$ cat src/rtl/conv_pkg.sv
// Shared constants, FSM state type and arithmetic helpers for the conv_mac_array unit.
// Contents:
//   OPC_CUSTOM0          - custom-0 major opcode
//   F3_*                 - funct3 operation encodings
//   conv_state_t         - control FSM states
//   sat_add(a, b, width) - signed add, clamped to a width-bit range; returns {sat, sum}
//   clamp32(v)           - clamp a signed 64-bit value to the int32 range
package conv_pkg;

  localparam logic [6:0] OPC_CUSTOM0 = 7'b0001011;

  localparam logic [2:0] F3_CLR    = 3'b000;
  localparam logic [2:0] F3_MAC    = 3'b001;
  localparam logic [2:0] F3_RD     = 3'b010;
  localparam logic [2:0] F3_DOT4   = 3'b011;
  localparam logic [2:0] F3_CLRALL = 3'b100;

  localparam logic signed [63:0] I32_MAX = 64'sd2147483647;
  localparam logic signed [63:0] I32_MIN = -64'sd2147483648;

  typedef enum logic [1:0] {
    ST_IDLE = 2'd0,
    ST_MUL  = 2'd1,
    ST_ACC  = 2'd2,
    ST_DONE = 2'd3
  } conv_state_t;

  // 65-bit intermediate keeps the true sum exact; width must be 2..64.
  function automatic logic [64:0] sat_add(input logic signed [63:0] a,
                                          input logic signed [63:0] b,
                                          input int unsigned        width);
    logic signed [64:0] s;
    logic signed [64:0] maxv;
    logic signed [64:0] minv;
    logic               sat;
    logic [63:0]        r;
    s    = $signed({a[63], a}) + $signed({b[63], b});
    maxv = (65'sd1 <<< (width - 1)) - 65'sd1;
    minv = -(65'sd1 <<< (width - 1));
    sat  = 1'b0;
    r    = s[63:0];
    if (s > maxv) begin
      sat = 1'b1;
      r   = maxv[63:0];
    end else if (s < minv) begin
      sat = 1'b1;
      r   = minv[63:0];
    end
    return {sat, r};
  endfunction

  function automatic logic [31:0] clamp32(input logic signed [63:0] v);
    logic [31:0] r;
    if (v > I32_MAX) begin
      r = 32'h7FFF_FFFF;
    end else if (v < I32_MIN) begin
      r = 32'h8000_0000;
    end else begin
      r = v[31:0];
    end
    return r;
  endfunction

endpackage

$ cat src/rtl/conv_mul_pipe.sv
// MUL_STAGES-deep registered multiplier: scalar signed 32x32 product or
// packed 4-lane int8 dot-product sum, chosen by mode_i.
// Ports:
//   clk_i, rst_ni - clock, async active-low reset
//   mode_i        - 0: scalar product, 1: DOT4 sum
//   a_i, b_i      - operands
//   p_o           - signed 64-bit result, MUL_STAGES cycles after inputs
module conv_mul_pipe #(
  parameter int unsigned MUL_STAGES = 2
) (
  input  logic        clk_i,
  input  logic        rst_ni,
  input  logic        mode_i,
  input  logic [31:0] a_i,
  input  logic [31:0] b_i,
  output logic [63:0] p_o
);

  logic signed [63:0] stage_q [MUL_STAGES];
  logic signed [63:0] stage_d;
  logic signed [63:0] sa;
  logic signed [63:0] sb;
  logic signed [17:0] dot;
  logic signed [17:0] la;
  logic signed [17:0] lb;

  // First stage: both products formed, one selected.
  always_comb begin
    sa  = 64'($signed(a_i));
    sb  = 64'($signed(b_i));
    dot = '0;
    la  = '0;
    lb  = '0;
    for (int i = 0; i < 4; i++) begin
      la  = 18'($signed(a_i[8*i +: 8]));
      lb  = 18'($signed(b_i[8*i +: 8]));
      dot = dot + la * lb;
    end
    stage_d = mode_i ? 64'(dot) : sa * sb;
  end

  always_ff @(posedge clk_i or negedge rst_ni) begin
    if (!rst_ni) begin
      stage_q <= '{default: '0};
    end else begin
      stage_q[0] <= stage_d;
      for (int i = 1; i < int'(MUL_STAGES); i++) begin
        stage_q[i] <= stage_q[i-1];
      end
    end
  end

  assign p_o = stage_q[MUL_STAGES-1];

endmodule

$ cat src/rtl/conv_mac_array.sv
// Custom-0 multi-accumulator MAC unit: scalar MAC, 4-lane int8 DOT4 MAC,
// saturating accumulation and shifted/clamped int32 readback.
// Ports:
//   clk_i, rst_ni     - clock, async active-low reset
//   opcode_*_i        - issue bundle (pc and register indices unused)
//   busy_o            - unit occupied (MUL/ACC)
//   valid_o           - one-cycle completion pulse
//   writeback_o       - result, held between completions
//   sat_o             - OR of sticky per-accumulator saturation flags
module conv_mac_array
  import conv_pkg::*;
#(
  parameter int unsigned NUM_ACC    = 4,
  parameter int unsigned ACC_W      = 48,
  parameter int unsigned MUL_STAGES = 2,
  parameter int unsigned RD_SHIFT   = 0
) (
  input  logic        clk_i,
  input  logic        rst_ni,
  input  logic        opcode_valid_i,
  input  logic [31:0] opcode_opcode_i,
  input  logic [31:0] opcode_pc_i,
  input  logic        opcode_invalid_i,
  input  logic [4:0]  opcode_rd_idx_i,
  input  logic [4:0]  opcode_ra_idx_i,
  input  logic [4:0]  opcode_rb_idx_i,
  input  logic [31:0] opcode_ra_operand_i,
  input  logic [31:0] opcode_rb_operand_i,
  output logic        busy_o,
  output logic        valid_o,
  output logic [31:0] writeback_o,
  output logic        sat_o
);

  localparam int unsigned SEL_W = (NUM_ACC > 1) ? $clog2(NUM_ACC) : 1;
  localparam int unsigned CNT_W = (MUL_STAGES > 1) ? $clog2(MUL_STAGES) : 1;

  conv_state_t              state_q, state_d;
  logic [2:0]               op_q, op_d;
  logic [SEL_W-1:0]         sel_q, sel_d;
  logic [31:0]              ra_q, ra_d;
  logic [31:0]              rb_q, rb_d;
  logic [CNT_W-1:0]         cnt_q, cnt_d;
  logic signed [ACC_W-1:0]  acc_q [NUM_ACC];
  logic signed [ACC_W-1:0]  acc_d [NUM_ACC];
  logic [NUM_ACC-1:0]       sat_q, sat_d;
  logic                     busy_q, busy_d;
  logic                     valid_q, valid_d;
  logic [31:0]              wb_q, wb_d;
  logic                     sat_any_q, sat_any_d;

  logic                     accept;
  logic [2:0]               funct3;
  logic [63:0]              mul_p;
  logic [64:0]              sa;
  logic [31:0]              result;
  logic                     dot_mode;

  function automatic logic [31:0] readback(input logic signed [ACC_W-1:0] a);
    logic signed [63:0] w;
    w = 64'(a);
    w = w >>> RD_SHIFT;
    return clamp32(w);
  endfunction

  assign funct3   = opcode_opcode_i[14:12];
  assign accept   = (state_q == ST_IDLE) && opcode_valid_i && !opcode_invalid_i &&
                    (opcode_opcode_i[6:0] == OPC_CUSTOM0);
  assign dot_mode = (op_q == F3_DOT4);

  conv_mul_pipe #(
    .MUL_STAGES (MUL_STAGES)
  ) u_mul (
    .clk_i  (clk_i),
    .rst_ni (rst_ni),
    .mode_i (dot_mode),
    .a_i    (ra_q),
    .b_i    (rb_q),
    .p_o    (mul_p)
  );

  // Next-state, datapath and registered-output logic.
  always_comb begin
    state_d = state_q;
    op_d    = op_q;
    sel_d   = sel_q;
    ra_d    = ra_q;
    rb_d    = rb_q;
    cnt_d   = cnt_q;
    acc_d   = acc_q;
    sat_d   = sat_q;
    wb_d    = wb_q;
    sa      = '0;
    result  = '0;

    unique case (state_q)
      ST_IDLE: begin
        if (accept) begin
          op_d  = funct3;
          sel_d = (NUM_ACC > 1) ? opcode_opcode_i[25 +: SEL_W] : '0;
          ra_d  = opcode_ra_operand_i;
          rb_d  = opcode_rb_operand_i;
          cnt_d = CNT_W'(MUL_STAGES - 1);
          state_d = (funct3 == F3_MAC || funct3 == F3_DOT4) ? ST_MUL : ST_ACC;
        end
      end
      ST_MUL: begin
        // Counter covers exactly MUL_STAGES cycles so the pipe output is ready in ACC.
        if (cnt_q == '0) begin
          state_d = ST_ACC;
        end else begin
          cnt_d = cnt_q - CNT_W'(1);
        end
      end
      ST_ACC: begin
        unique case (op_q)
          F3_CLR: begin
            acc_d[sel_q] = '0;
            sat_d[sel_q] = 1'b0;
          end
          F3_MAC, F3_DOT4: begin
            sa           = sat_add(64'(acc_q[sel_q]), mul_p, ACC_W);
            acc_d[sel_q] = sa[ACC_W-1:0];
            if (sa[64]) begin
              sat_d[sel_q] = 1'b1;
            end
            result = readback(sa[ACC_W-1:0]);
          end
          F3_RD: begin
            result = readback(acc_q[sel_q]);
          end
          F3_CLRALL: begin
            acc_d = '{default: '0};
            sat_d = '0;
          end
          default: begin
          end
        endcase
        wb_d    = result;
        state_d = ST_DONE;
      end
      ST_DONE: begin
        state_d = ST_IDLE;
      end
      default: begin
        state_d = ST_IDLE;
      end
    endcase

    busy_d    = (state_d == ST_MUL) || (state_d == ST_ACC);
    valid_d   = (state_d == ST_DONE);
    sat_any_d = |sat_d;
  end

  always_ff @(posedge clk_i or negedge rst_ni) begin
    if (!rst_ni) begin
      state_q   <= ST_IDLE;
      op_q      <= '0;
      sel_q     <= '0;
      ra_q      <= '0;
      rb_q      <= '0;
      cnt_q     <= '0;
      acc_q     <= '{default: '0};
      sat_q     <= '0;
      busy_q    <= 1'b0;
      valid_q   <= 1'b0;
      wb_q      <= '0;
      sat_any_q <= 1'b0;
    end else begin
      state_q   <= state_d;
      op_q      <= op_d;
      sel_q     <= sel_d;
      ra_q      <= ra_d;
      rb_q      <= rb_d;
      cnt_q     <= cnt_d;
      acc_q     <= acc_d;
      sat_q     <= sat_d;
      busy_q    <= busy_d;
      valid_q   <= valid_d;
      wb_q      <= wb_d;
      sat_any_q <= sat_any_d;
    end
  end

  assign busy_o      = busy_q;
  assign valid_o     = valid_q;
  assign writeback_o = wb_q;
  assign sat_o       = sat_any_q;

  // Bundle fields kept only for pipeline compatibility.
  logic unused_ok;
  assign unused_ok = ^{opcode_pc_i, opcode_rd_idx_i, opcode_ra_idx_i, opcode_rb_idx_i,
                       opcode_opcode_i, sa};

endmodule
$ cat config.mk
export PLATFORM = sky130hd
export DESIGN_NAME = conv_mac_array
export DESIGN_NICKNAME = d
export VERILOG_FILES = /design/src/rtl/conv_pkg.sv /design/src/rtl/conv_mul_pipe.sv /design/src/rtl/conv_mac_array.sv
export SDC_FILE = /design/constraint.sdc
export NUM_CORES = 2
export LEC_CHECK = 0
export BUFFER_PORTS_ARGS = -buffer_cell sky130_fd_sc_hd__buf_4
export CAP_MARGIN = 20
export CORE_ASPECT_RATIO = 1.2
export CORE_MARGIN = 2
export CORE_UTILIZATION = 42
export DETAILED_ROUTE_END_ITERATION = 10
export PLACE_DENSITY_LB_ADDON = 0.25
export SYNTH_ARGS = -nofsm -noshare
export SYNTH_HDL_FRONTEND = slang
export SYNTH_SLANG_ARGS = --single-unit
$ cat constraint.sdc
create_clock -name clk_i -period 7.45 [get_ports clk_i]
set_clock_uncertainty 0.05 [all_clocks]
set_input_delay 0 -clock clk_i [delete_from_list [all_inputs] [get_ports clk_i]]
set_output_delay 0 -clock clk_i [all_outputs]
set_load 0.02 [all_outputs]
==> out/qor.txt <==
Die W - 370 um
Total die area - 164000 um^2
Largest area contributor in the netlist - fa_1
Max cap viols - 0
Min cycle time layout - 7.85 ns
Hold Path Depth - 3
Hold Path Class - primary input to flip-flop
First-pass GRT wire length - 335000 um
Measured slew at the worst slew-check pin - 1.15 ns
Worst IR Drop VDD - 418 uV
DRC Markers - 0
Pin count of the biggest net entering global routing - 151
Leakage - 40.9 nW
Clock transition at the registers of the reported paths - 0.07 ns
Final Setup Violations - 47
Setup ws final - -0.397 ns
Via count - 52600
Gr ovfl total - 0
Share of power burned in registers - 0.161
Num Clock Sinks - 431
Cell mode on critical path - fa_1
Layout cells sized above 1 - 0.186
Worst Hold End - ra_q[15]
Mapped Cells - 7095
Post-synthesis sequential area ratio - 0.160
Top-count cell post-synth - inv_1
Core Region - 160000 um^2
Async set-or-reset flop fraction in the synthesized netlist - 1.00
Hold Fails Final Rpt - 0
Tcrit/Tclk final - 1.05
Tot Pwr - 0.0191 W
Yosys top cell area share - 0.388
Cell chosen for the clock root - clkbuf_16
Nets - 9774
Max Slew Vio Count - 0
Routed vias/inst - 5.20
Area growth, synth to finish - 21.2%
CP Class - flip-flop to flip-flop
I/O Buffers - 114
DRT Wirelength - 214000 um
Leading post-synthesis cells by cell area - fa_1, dfrtp_1, inv_1
Inserted Diodes - 0
RSZ-0062 raised after global routing - yes
Worst endpoint data arrival time - 8.34 ns
I/O pin count - 182
Number of global-route vias before repair - 57200
Synth Area per Inst - 9.51 um^2
Iteration-0 DRC Markers - 3337
Die H - 443 um
CTS H-Tree Depth - 2
Sw power - 0.00908 W
Clk network pwr share - 0.143
Rows - 161
Crit-path max FO - 10
Yosys reg bits - 431
Syn Nets - 8922
Synth unique cells - 96
Power Internal - 0.0100 W
RR Endpoint - u_mul.stage_q[124]
Crit Reg-Reg Startpoint - rb_q[2]
Finished Layout Cells - 10100
Initial antenna violation count - 4
Total track usage - 0.267
CP Capture Type - flip-flop
Synth cell count leaders - inv_1, fa_1, nand2_1, dfrtp_1, ha_1
Reg-to-reg slack, setup - -0.40 ns
WHS - 0.0458 ns
Crit start category - flip-flop
Detail Route Antenna Nets - 0
CTS tree - built
Achievable frequency - 0.127 GHz
Max transition margin - 0.233
Synthesized area - 67500 um^2
Comb pwr share - 0.696
Switching part of the total - 0.476
Post-synth top flop - dfrtp_1
Synthesis Warnings - 0
Status - finished, violations left
EDFF count, synth - 0
Critical Path RT - 7.94 ns
Initial core utilization - 0.422
Worst stage delay on the critical path - 0.54 ns
Placed cell count - 9866
GP Congestion - 0.939
Util after Layout - 0.511
Max clock buf depth - 3
HP Start - opcode_ra_operand_i[15]
Failing checks - setup timing
Detailed Routing Iterations Pass 1 - 5
Wire per inst - 21.2 um
CTS buffer count - 51
Reg2reg path depth - 29
Hpwl dp - 178000 um
Pwr/cell area - 233 nW/um^2
CP max stage cell - fa_1
Clk_lat worst skew - 0.69 ns
## layout make-up
| type | instances | area (um^2) |
|---|---|---|
| clock buffer | 66 | 1390 |
| sequential | 431 | 10800 |
| tap | 2119 | 2650 |
| fill | 14700 | 78200 |
| inverter | 1515 | 5690 |
| multi-input combinational | 4795 | 50500 |
| timing repair buffer | 1153 | 10300 |
| clock inverter | 28 | 438 |
## layout by cell type, fill, tap and decap left out, types with 70 or more instances in the layout
cell           count
o21ai_0          207
fa_1            1292
xnor2_1          119
inv_1           1506
and2_1           349
o21ai_1           82
dfrtp_1          409
dlygate4sd3_1    107
buf_12            93
buf_4            926
a22o_1            76
mux2_2            70
ha_1             350
nor2_1           162
a21o_1            86
a21oi_1          200
nand2_1          908
nand2b_1          80
## per-stage QoR
stage | TNS [ns] | cell area (um^2) | worst slack (ns)
2_1_floorplan | -0.00202 | 67700 | -0.00202
3_3_place_gp | -27.88 | 77600 | -0.650
3_5_place_dp | -32.59 | 77600 | -0.731
4_1_cts | -12.43 | 81400 | -0.446
5_1_grt | -28.14 | 81800 | -0.737
6_report | -11.32 | 81800 | -0.397
## worst max-delay path by stage
stage               startpoint            endpoint  slack (ns)  cells after the start
finish                 rb_q[2]  u_mul.stage_q[124]       -0.40                     29
CTS                    rb_q[2]  u_mul.stage_q[124]       -0.45                     29
detailed placement    rb_q[25]  u_mul.stage_q[115]       -0.73                     33
floorplan              rb_q[7]  u_mul.stage_q[124]      -0.002                     29
global route           rb_q[4]  u_mul.stage_q[125]       -0.74                     30
global placement      ra_q[14]  u_mul.stage_q[124]       -0.65                     30
## logic make-up after synthesis
| kind of cell | after synthesis | share of synthesized area |
|---|---|---|
| muxes | 127 | 0.0290 |
| buffers and inverters | 1869 | 0.105 |
| adders and majority gates | 1680 | 0.457 |
| xor gates and xnor gates | 180 | 0.0234 |
| and+or+nand+nor | 1769 | 0.125 |
| DFF | 431 | 0.160 |
| AOI/OAI and AO/OA | 1039 | 0.101 |
## sequential cells by signal, indices dropped and copies added (netlist names)
| signal | cells |
|---|---|
| acc_q | 192 |
| u_mul.p_o | 64 |
| u_mul.stage_q | 64 |
| ra_q | 32 |
| rb_q | 32 |
| writeback_o | 32 |
| sat_q | 4 |
| op_q | 3 |
| sel_q | 2 |
| state_q | 2 |
| busy_o | 1 |
| cnt_q | 1 |
| sat_o | 1 |
| valid_o | 1 |
## critical path: cells and delay by family, from the launching register on
kind | cells | cell delay (ns)
AOI/OAI and AO/OA | 9 | 1.90
adders and majority gates | 9 | 4.34
buffers and inverters | 9 | 0.74
DFF | 1 | 0.43
and+or+nand+nor | 2 | 0.19
## power groups by stage
stage | clock, W | sequential [W] | combinational [W]
6_report | 0.00273 | 0.00307 | 0.0133
5_1_grt | 0.00288 | 0.00311 | 0.0145
4_1_cts | 0.00280 | 0.00307 | 0.0130
3_5_place_dp | 0 | 0.00311 | 0.0124
3_3_place_gp | 0 | 0.00310 | 0.0122
2_1_floorplan | 0 | 0.00310 | 0.00744
## timing repair
| item | 4_1_cts | 5_1_grt |
|---|---|---|
| gates cloned | 4 | 0 |
| gates resized for setup | 136 | 58 |
| hold buffers | 108 | 0 |
| pin swaps | 37 | 16 |
| hold endpoints to repair | 364 | 0 |
| endpoints found under the setup margin | 50 | 50 |
| buffers inserted | 23 | 10 |
## layer usage
layer / global-route usage / up-vias / part of all wire
li1: - / 23700 / -
met1: 0.352 / 27100 / 0.42
met2: 0.455 / 1481 / 0.49
met3: 0.0294 / 358 / 0.052
met4: 0.0911 / 2 / 0.039
met5: 0 / - / 0.000061
Note: power is estimated with default switching activity, not from simulation.
